File: config.mk
export PLATFORM = sky130hd
export DESIGN_NAME = universal_shift_engine_flat
export DESIGN_NICKNAME = d
export VERILOG_FILES = /design/src/rtl/universal_shift_engine_if.sv /design/src/rtl/universal_shift_engine.sv /design/src/flat_wrapper.sv
export SDC_FILE = /design/constraint.sdc
export NUM_CORES = 1
export LEC_CHECK = 0
export CAP_MARGIN = 25
export CORE_MARGIN = 10
export CORE_UTILIZATION = 44
export CTS_CLUSTER_DIAMETER = 200
export DETAILED_ROUTE_END_ITERATION = 16
export PLACE_DENSITY = 0.77
export SLEW_MARGIN = 15
export SYNTH_ARGS = -nofsm -noshare
export SYNTH_HDL_FRONTEND = slang
export SYNTH_SLANG_ARGS = --single-unit
File: constraint.sdc
create_clock -name clk -period 1.5 [get_ports clk]
set_input_delay 0.375 -clock clk [delete_from_list [all_inputs] [get_ports clk]]
set_output_delay 0.375 -clock clk [all_outputs]
set_load 0.01 [all_outputs]
File: src/rtl/universal_shift_engine_if.sv
// Request/status bundle between a controlling FSM and the shift engine.
// The master side issues operations; the slave side is the engine.
interface universal_shift_engine_if #(
    parameter int N  = 8,
    parameter int CW = 4
) ();
    logic          start;
    logic [2:0]    mode;
    logic [CW-1:0] amount;
    logic          msb_in;
    logic          lsb_in;
    logic [N-1:0]  p_in;
    logic [N-1:0]  p_out;
    logic          msb_out;
    logic          lsb_out;
    logic          busy;
    logic          done;

    modport master (
        output start, mode, amount, msb_in, lsb_in, p_in,
        input  p_out, msb_out, lsb_out, busy, done
    );

    modport slave (
        input  start, mode, amount, msb_in, lsb_in, p_in,
        output p_out, msb_out, lsb_out, busy, done
    );
endinterface

File: src/rtl/universal_shift_engine.sv
// Multi-step universal shift/rotate register with start/busy/done control.
// One 1-bit step of the latched mode is applied per RUN cycle.
module universal_shift_engine #(
    parameter int N  = 8,
    parameter int CW = 4
) (
    input  logic clk,
    input  logic reset_n,
    universal_shift_engine_if.slave bus
);
    typedef enum logic [1:0] {IDLE, RUN, DONE} state_t;

    state_t        state_q, state_d;
    logic [N-1:0]  reg_q, reg_d;
    logic [N-1:0]  step_v;
    logic [CW-1:0] cnt_q, cnt_d;
    logic [2:0]    mode_q, mode_d;
    logic          busy_q, busy_d;
    logic          done_q, done_d;
    logic          req_shift;

    // One step of the latched mode; serial fills are taken live.
    always_comb begin
        step_v = reg_q;
        unique case (mode_q)
            3'b001:  step_v = {bus.msb_in, reg_q[N-1:1]};
            3'b010:  step_v = {reg_q[N-2:0], bus.lsb_in};
            3'b100:  step_v = {reg_q[0], reg_q[N-1:1]};
            3'b101:  step_v = {reg_q[N-2:0], reg_q[N-1]};
            3'b110:  step_v = {reg_q[N-1], reg_q[N-1:1]};
            default: step_v = reg_q;
        endcase
    end

    always_comb begin
        req_shift = 1'b0;
        unique case (bus.mode)
            3'b001, 3'b010, 3'b100,
            3'b101, 3'b110: req_shift = 1'b1;
            default:        req_shift = 1'b0;
        endcase
    end

    always_comb begin
        state_d = state_q;
        reg_d   = reg_q;
        cnt_d   = cnt_q;
        mode_d  = mode_q;
        busy_d  = busy_q;
        done_d  = 1'b0;
        unique case (state_q)
            IDLE: begin
                if (bus.start) begin
                    mode_d = bus.mode;
                    cnt_d  = bus.amount;
                    busy_d = 1'b1;
                    if (bus.mode == 3'b011) reg_d = bus.p_in;
                    if (bus.mode == 3'b111) reg_d = '0;
                    if (req_shift && (bus.amount != '0)) begin
                        state_d = RUN;
                    end else begin
                        state_d = DONE;
                        done_d  = 1'b1;
                    end
                end
            end
            RUN: begin
                reg_d = step_v;
                cnt_d = cnt_q - CW'(1);
                if (cnt_q == CW'(1)) begin
                    state_d = DONE;
                    done_d  = 1'b1;
                end
            end
            DONE: begin
                state_d = IDLE;
                busy_d  = 1'b0;
            end
            default: begin
                state_d = IDLE;
                busy_d  = 1'b0;
            end
        endcase
    end

    always_ff @(posedge clk or negedge reset_n) begin
        if (!reset_n) begin
            state_q <= IDLE;
            reg_q   <= '0;
            cnt_q   <= '0;
            mode_q  <= '0;
            busy_q  <= 1'b0;
            done_q  <= 1'b0;
        end else begin
            state_q <= state_d;
            reg_q   <= reg_d;
            cnt_q   <= cnt_d;
            mode_q  <= mode_d;
            busy_q  <= busy_d;
            done_q  <= done_d;
        end
    end

    assign bus.p_out   = reg_q;
    assign bus.msb_out = reg_q[N-1];
    assign bus.lsb_out = reg_q[0];
    assign bus.busy    = busy_q;
    assign bus.done    = done_q;
endmodule

File: src/flat_wrapper.sv
// flat-port wrapper written by rule: the top's interface ports become plain ports
module universal_shift_engine_flat 
#(
    parameter int N  = 8,
    parameter int CW = 4
)
  (clk, reset_n, bus_start, bus_mode, bus_amount, bus_msb_in, bus_lsb_in, bus_p_in, bus_p_out, bus_msb_out, bus_lsb_out, bus_busy, bus_done);
  universal_shift_engine_if #(.N(N), .CW(CW)) bus_i ();
  input  logic clk;
  input  logic reset_n;
  input wire logic [$bits(bus_i.start)-1:0] bus_start;
  input wire logic [$bits(bus_i.mode)-1:0] bus_mode;
  input wire logic [$bits(bus_i.amount)-1:0] bus_amount;
  input wire logic [$bits(bus_i.msb_in)-1:0] bus_msb_in;
  input wire logic [$bits(bus_i.lsb_in)-1:0] bus_lsb_in;
  input wire logic [$bits(bus_i.p_in)-1:0] bus_p_in;
  output wire logic [$bits(bus_i.p_out)-1:0] bus_p_out;
  output wire logic [$bits(bus_i.msb_out)-1:0] bus_msb_out;
  output wire logic [$bits(bus_i.lsb_out)-1:0] bus_lsb_out;
  output wire logic [$bits(bus_i.busy)-1:0] bus_busy;
  output wire logic [$bits(bus_i.done)-1:0] bus_done;
  assign bus_i.start = bus_start;
  assign bus_i.mode = bus_mode;
  assign bus_i.amount = bus_amount;
  assign bus_i.msb_in = bus_msb_in;
  assign bus_i.lsb_in = bus_lsb_in;
  assign bus_i.p_in = bus_p_in;
  assign bus_p_out = bus_i.p_out;
  assign bus_msb_out = bus_i.msb_out;
  assign bus_lsb_out = bus_i.lsb_out;
  assign bus_busy = bus_i.busy;
  assign bus_done = bus_i.done;
  universal_shift_engine #(.N(N), .CW(CW)) u_core (.clk(clk), .reset_n(reset_n), .bus(bus_i));
endmodule
==> flow_summary.html <==
<table>
<tr><th>Metric</th><th>Value</th></tr>
<tr><th colspan="2">Clocking</th></tr>
<tr><td>Clock Tree Root</td><td>sky130_fd_sc_hd__clkbuf_4</td></tr>
<tr><td>Number of levels the H-tree was split into</td><td>1</td></tr>
<tr><td>Clock latency at the later pin of the worst-skew pair</td><td>300 ps</td></tr>
<tr><td>Clock slew at the register clock pins of the worst setup and hold paths</td><td>120 ps</td></tr>
<tr><td>Number of buffers created by CTS</td><td>3</td></tr>
<tr><td># clock sinks</td><td>19</td></tr>
<tr><td>Clock buffer depth</td><td>2</td></tr>
<tr><td>CTS tree</td><td>yes</td></tr>
<tr><td>Post-cts hold buffer count</td><td>0</td></tr>
<tr><th colspan="2">Placement</th></tr>
<tr><td>Placement Cell Area</td><td>1740 sq um</td></tr>
<tr><td>Placed wire-length estimate</td><td>2780 um</td></tr>
<tr><td>Setup slack at placement</td><td>-481 ps</td></tr>
<tr><td>Port Buffer Count</td><td>31</td></tr>
<tr><td>Cells after DPL</td><td>214</td></tr>
<tr><td>Final GP Congestion</td><td>0.797</td></tr>
<tr><th colspan="2">Global routing</th></tr>
<tr><td>Maximum number of pins on one net before global-route repair</td><td>20</td></tr>
<tr><td>GR Overflow Total</td><td>0</td></tr>
<tr><td>Via count of the first global-routing pass</td><td>1,316</td></tr>
<tr><td>Global-route usage over all layers</td><td>13.9%</td></tr>
<tr><td>Wire length of the first global-routing pass</td><td>6130 um</td></tr>
<tr><td>Antenna violations before repair</td><td>0</td></tr>
<tr><th colspan="2">Route</th></tr>
<tr><td>Number of remaining DRC errors</td><td>0</td></tr>
<tr><td>Post-DRT Antenna Nets</td><td>0</td></tr>
<tr><td>Routed wire length per instance</td><td>17.6 um</td></tr>
<tr><td>Vias</td><td>1,296</td></tr>
<tr><td>DRC violation total after the first TritonRoute iteration</td><td>115</td></tr>
<tr><td>Total iterations of the first detailed-routing run</td><td>4</td></tr>
<tr><td>Ratio of routed vias to standard cells</td><td>5.73</td></tr>
<tr><td>Total routed wirelength</td><td>3980 um</td></tr>
<tr><th colspan="2">Finish</th></tr>
<tr><td>Area taken by flip-flops and latches</td><td>477 sq um</td></tr>
<tr><td>Final-layout fill cell count</td><td>214</td></tr>
<tr><td>Multi-input logic area</td><td>782 sq um</td></tr>
<tr><td>Layout overhead on the synthesized area</td><td>52.3%</td></tr>
<tr><td>Final Cell Area</td><td>1910 sq um</td></tr>
<tr><td>Net count of the finished layout</td><td>218</td></tr>
<tr><td>Number of antenna diodes</td><td>0</td></tr>
<tr><td>Filler-free cell count of the finished design</td><td>226</td></tr>
<tr><td>Share of layout cells above drive strength 1</td><td>29.7%</td></tr>
<tr><th colspan="2">Timing</th></tr>
<tr><td>Unrepaired setup endpoints after global routing</td><td>yes</td></tr>
<tr><td>Portion of the clock cycle consumed by the worst path in the final layout</td><td>100%</td></tr>
<tr><td>Final setup violation count</td><td>0</td></tr>
<tr><td>Count of pins over their slew limit</td><td>0</td></tr>
<tr><td>Final period demand of the worst path</td><td>1500 ps</td></tr>
<tr><td>Max Freq</td><td>667 MHz</td></tr>
<tr><td>Final worst-path setup slack</td><td>0.00577 ps</td></tr>
<tr><td>Worst Hold Margin</td><td>403 ps</td></tr>
<tr><td>Final hold vios</td><td>0</td></tr>
<tr><td>Setup Skew</td><td>12.7 ps</td></tr>
<tr><td>Actual transition at the worst max-transition pin</td><td>490 ps</td></tr>
<tr><td>Remaining max-slew budget at the tightest pin</td><td>66.8%</td></tr>
<tr><th colspan="2">Power</th></tr>
<tr><td>Static leakage</td><td>0.000805 uW</td></tr>
<tr><td>Maximum vdd ir drop</td><td>1580 uV</td></tr>
<tr><td>Power per unit of standard cell area</td><td>2370 nW/um^2</td></tr>
<tr><th colspan="2">Yosys</th></tr>
<tr><td>Async set-or-reset flop fraction in the synthesized netlist</td><td>100%</td></tr>
<tr><td>Mapped Area</td><td>1250 sq um</td></tr>
<tr><td>Post-synthesis average cell area</td><td>9.15 sq um</td></tr>
<tr><td>Number of enable flip-flop cells after synthesis</td><td>0</td></tr>
<tr><td>Number of flip-flops and latches in the synthesized netlist</td><td>19</td></tr>
<tr><td>Register area share after synthesis</td><td>37.9%</td></tr>
<tr><td>Synth Warn #</td><td>0</td></tr>
<tr><td>Most used flip-flop cell after synthesis</td><td>sky130_fd_sc_hd__dfrtp_1</td></tr>
<tr><td>Yosys cell types</td><td>38</td></tr>
<tr><td>Syn nets</td><td>159</td></tr>
<tr><td>Number of instances in the synthesized netlist</td><td>137</td></tr>
<tr><th colspan="2">Worst setup path</th></tr>
<tr><td>Critical path data required time</td><td>1720 ps</td></tr>
<tr><td>Critical-path maximum fanout</td><td>7</td></tr>
<tr><td>Worst EP arrival</td><td>1720 ps</td></tr>
<tr><td>Worst Setup End Kind</td><td>register</td></tr>
<tr><td>Worst setup path category</td><td>reg2reg</td></tr>
<tr><td>Kind of launch point of the worst setup path</td><td>register</td></tr>
<tr><th colspan="2">Floorplanning</th></tr>
<tr><td>Area of the core region</td><td>2730 sq um</td></tr>
<tr><td>Initial Utilization</td><td>45.9%</td></tr>
<tr><td>Total number of placement rows</td><td>19</td></tr>
<tr><td>Total die area</td><td>5380 sq um</td></tr>
<tr><td>Horiz. Die Dim</td><td>73.4 um</td></tr>
<tr><td>I/O Pins</td><td>32</td></tr>
<tr><td>Vert. Die Dim</td><td>73.4 um</td></tr>
<tr><th colspan="2">Worst hold path</th></tr>
<tr><td>Tightest Hold Check Type</td><td>in2async</td></tr>
<tr><th colspan="2">Run</th></tr>
<tr><td>Number of max-cap violations</td><td>0</td></tr>
<tr><th colspan="2">Outcome</th></tr>
<tr><td>Outcome</td><td>finished, final reports clean</td></tr>
</table>
[what timing repair did]
| item | in CTS | in global routing |
|---|---|---|
| endpoints found under the setup margin | 20 | 14 |
| gates resized for setup | 21 | 16 |
| pin swaps | 1 | 3 |
| gates cloned | 1 | 0 |
| buffers inserted | 8 | 0 |
[cell usage in the layout (no fill, tap or decap), types with 3 or more instances in the layout]
master,instances
sky130_fd_sc_hd__buf_4,30
sky130_fd_sc_hd__nor2_2,3
sky130_fd_sc_hd__nand2_1,17
sky130_fd_sc_hd__o221ai_1,6
sky130_fd_sc_hd__clkbuf_4,3
sky130_fd_sc_hd__dlygate4sd2_1,12
sky130_fd_sc_hd__o22a_1,6
sky130_fd_sc_hd__clkdlybuf4s50_1,18
sky130_fd_sc_hd__a31oi_1,6
sky130_fd_sc_hd__a22o_1,3
sky130_fd_sc_hd__a21oi_1,3
sky130_fd_sc_hd__nor2_1,11
sky130_fd_sc_hd__o21ai_0,3
sky130_fd_sc_hd__dfrtp_1,18
sky130_fd_sc_hd__o21a_1,7
sky130_fd_sc_hd__inv_1,7
[state kept, by name, summed over array words and instances, names as in the netlist]
| name | cells |
|---|---|
| u_core.bus.p_out | 8 |
| u_core.mode_q | 3 |
| u_core.cnt_q | 4 |
| u_core.state_q | 2 |
| u_core.bus.done | 1 |
| u_core.bus.busy | 1 |
[cell type report]
type / count / area share [%]
multi-input combinational: 101 / 41.0
timing repair buffer: 64 / 29.2
sequential: 19 / 25.0
tap: 31 / 2.03
inverter: 7 / 1.38
clock buffer: 3 / 1.18
clock inverter: 1 / 0.262
[through the flow]
stage,power (uW),util [%],setup TNS (ps)
after floorplan,2660,-,0
after CTS,4350,68.2,0
after detailed placement,3800,63.8,-5470
after global placement,3690,63.8,-4890
after global routing,4810,69.8,-283
final,4520,69.8,0
[synthesized netlist by cell type, types with 2 or more instances]
cell type / instances / share of area (%)
sky130_fd_sc_hd__o21ai_0: 3 / 1.2
sky130_fd_sc_hd__nor3b_1: 2 / 1.2
sky130_fd_sc_hd__o21a_1: 7 / 4.2
sky130_fd_sc_hd__inv_1: 7 / 2.1
sky130_fd_sc_hd__a22o_1: 3 / 2.1
sky130_fd_sc_hd__clkbuf_1: 2 / 0.60
sky130_fd_sc_hd__o22a_1: 6 / 4.2
sky130_fd_sc_hd__a32oi_1: 2 / 1.4
sky130_fd_sc_hd__a31oi_1: 7 / 3.5
sky130_fd_sc_hd__buf_2: 5 / 2.0
sky130_fd_sc_hd__nand2b_1: 4 / 2.0
sky130_fd_sc_hd__nor2_2: 3 / 1.5
sky130_fd_sc_hd__a31oi_2: 3 / 3.0
sky130_fd_sc_hd__o221ai_1: 7 / 4.9
sky130_fd_sc_hd__nor2_1: 13 / 3.9
sky130_fd_sc_hd__dfrtp_1: 19 / 38
sky130_fd_sc_hd__a221o_1: 2 / 1.6
sky130_fd_sc_hd__a21oi_1: 3 / 1.2
sky130_fd_sc_hd__nand2_1: 17 / 5.1
sky130_fd_sc_hd__buf_4: 2 / 1.2
sky130_fd_sc_hd__ha_1: 2 / 2.0
sky130_fd_sc_hd__o22ai_1: 2 / 1.0
[cells by family after synthesis]
logic type | Yosys count | synth area share (%)
buf+inv | 17 | 6.79
compound gates | 51 | 34.0
fa+ha+maj | 2 | 2.00
mux | 1 | 0.798
flops | 19 | 37.9
simple gates | 47 | 18.5
[layer usage]
metal | track usage, % | wire (um)
met5 | 0 | 0
met3 | 2.69 | 250
met4 | 4.55 | 48
met1 | 15.7 | 1530
met2 | 25.4 | 2150
[where the power goes]
part | switching (uW) | internal, uW
registers | 176 | 767
clock network | 169 | 99.3
logic | 1660 | 1650
total | 2000 | 2520
[worst paths after layout]
check                                        from                  end  slack (ps)  cells past startpoint
max in group asynchronous                 reset_n  u_core.bus.p_out[7]         860                      2
worst min register to register    u_core.bus.busy      u_core.bus.busy         500                      1
worst max register to register  u_core.state_q[1]  u_core.bus.p_out[6]       0.006                      5
min in group clk                  u_core.bus.busy      u_core.bus.busy         500                      1
worst max-delay path            u_core.state_q[1]  u_core.bus.p_out[6]       0.006                      5
worst min-delay path                      reset_n  u_core.bus.p_out[0]         400                      2
[worst max-delay path: stages, from the launching register on]
cell and delay [ps]:
sky130_fd_sc_hd__dfrtp_1 430, sky130_fd_sc_hd__or3b_4 430, sky130_fd_sc_hd__o32ai_4 180, sky130_fd_sc_hd__buf_12 180, sky130_fd_sc_hd__nor2_1 50, sky130_fd_sc_hd__a31oi_1 140
(Power assumes the default switching activity.)
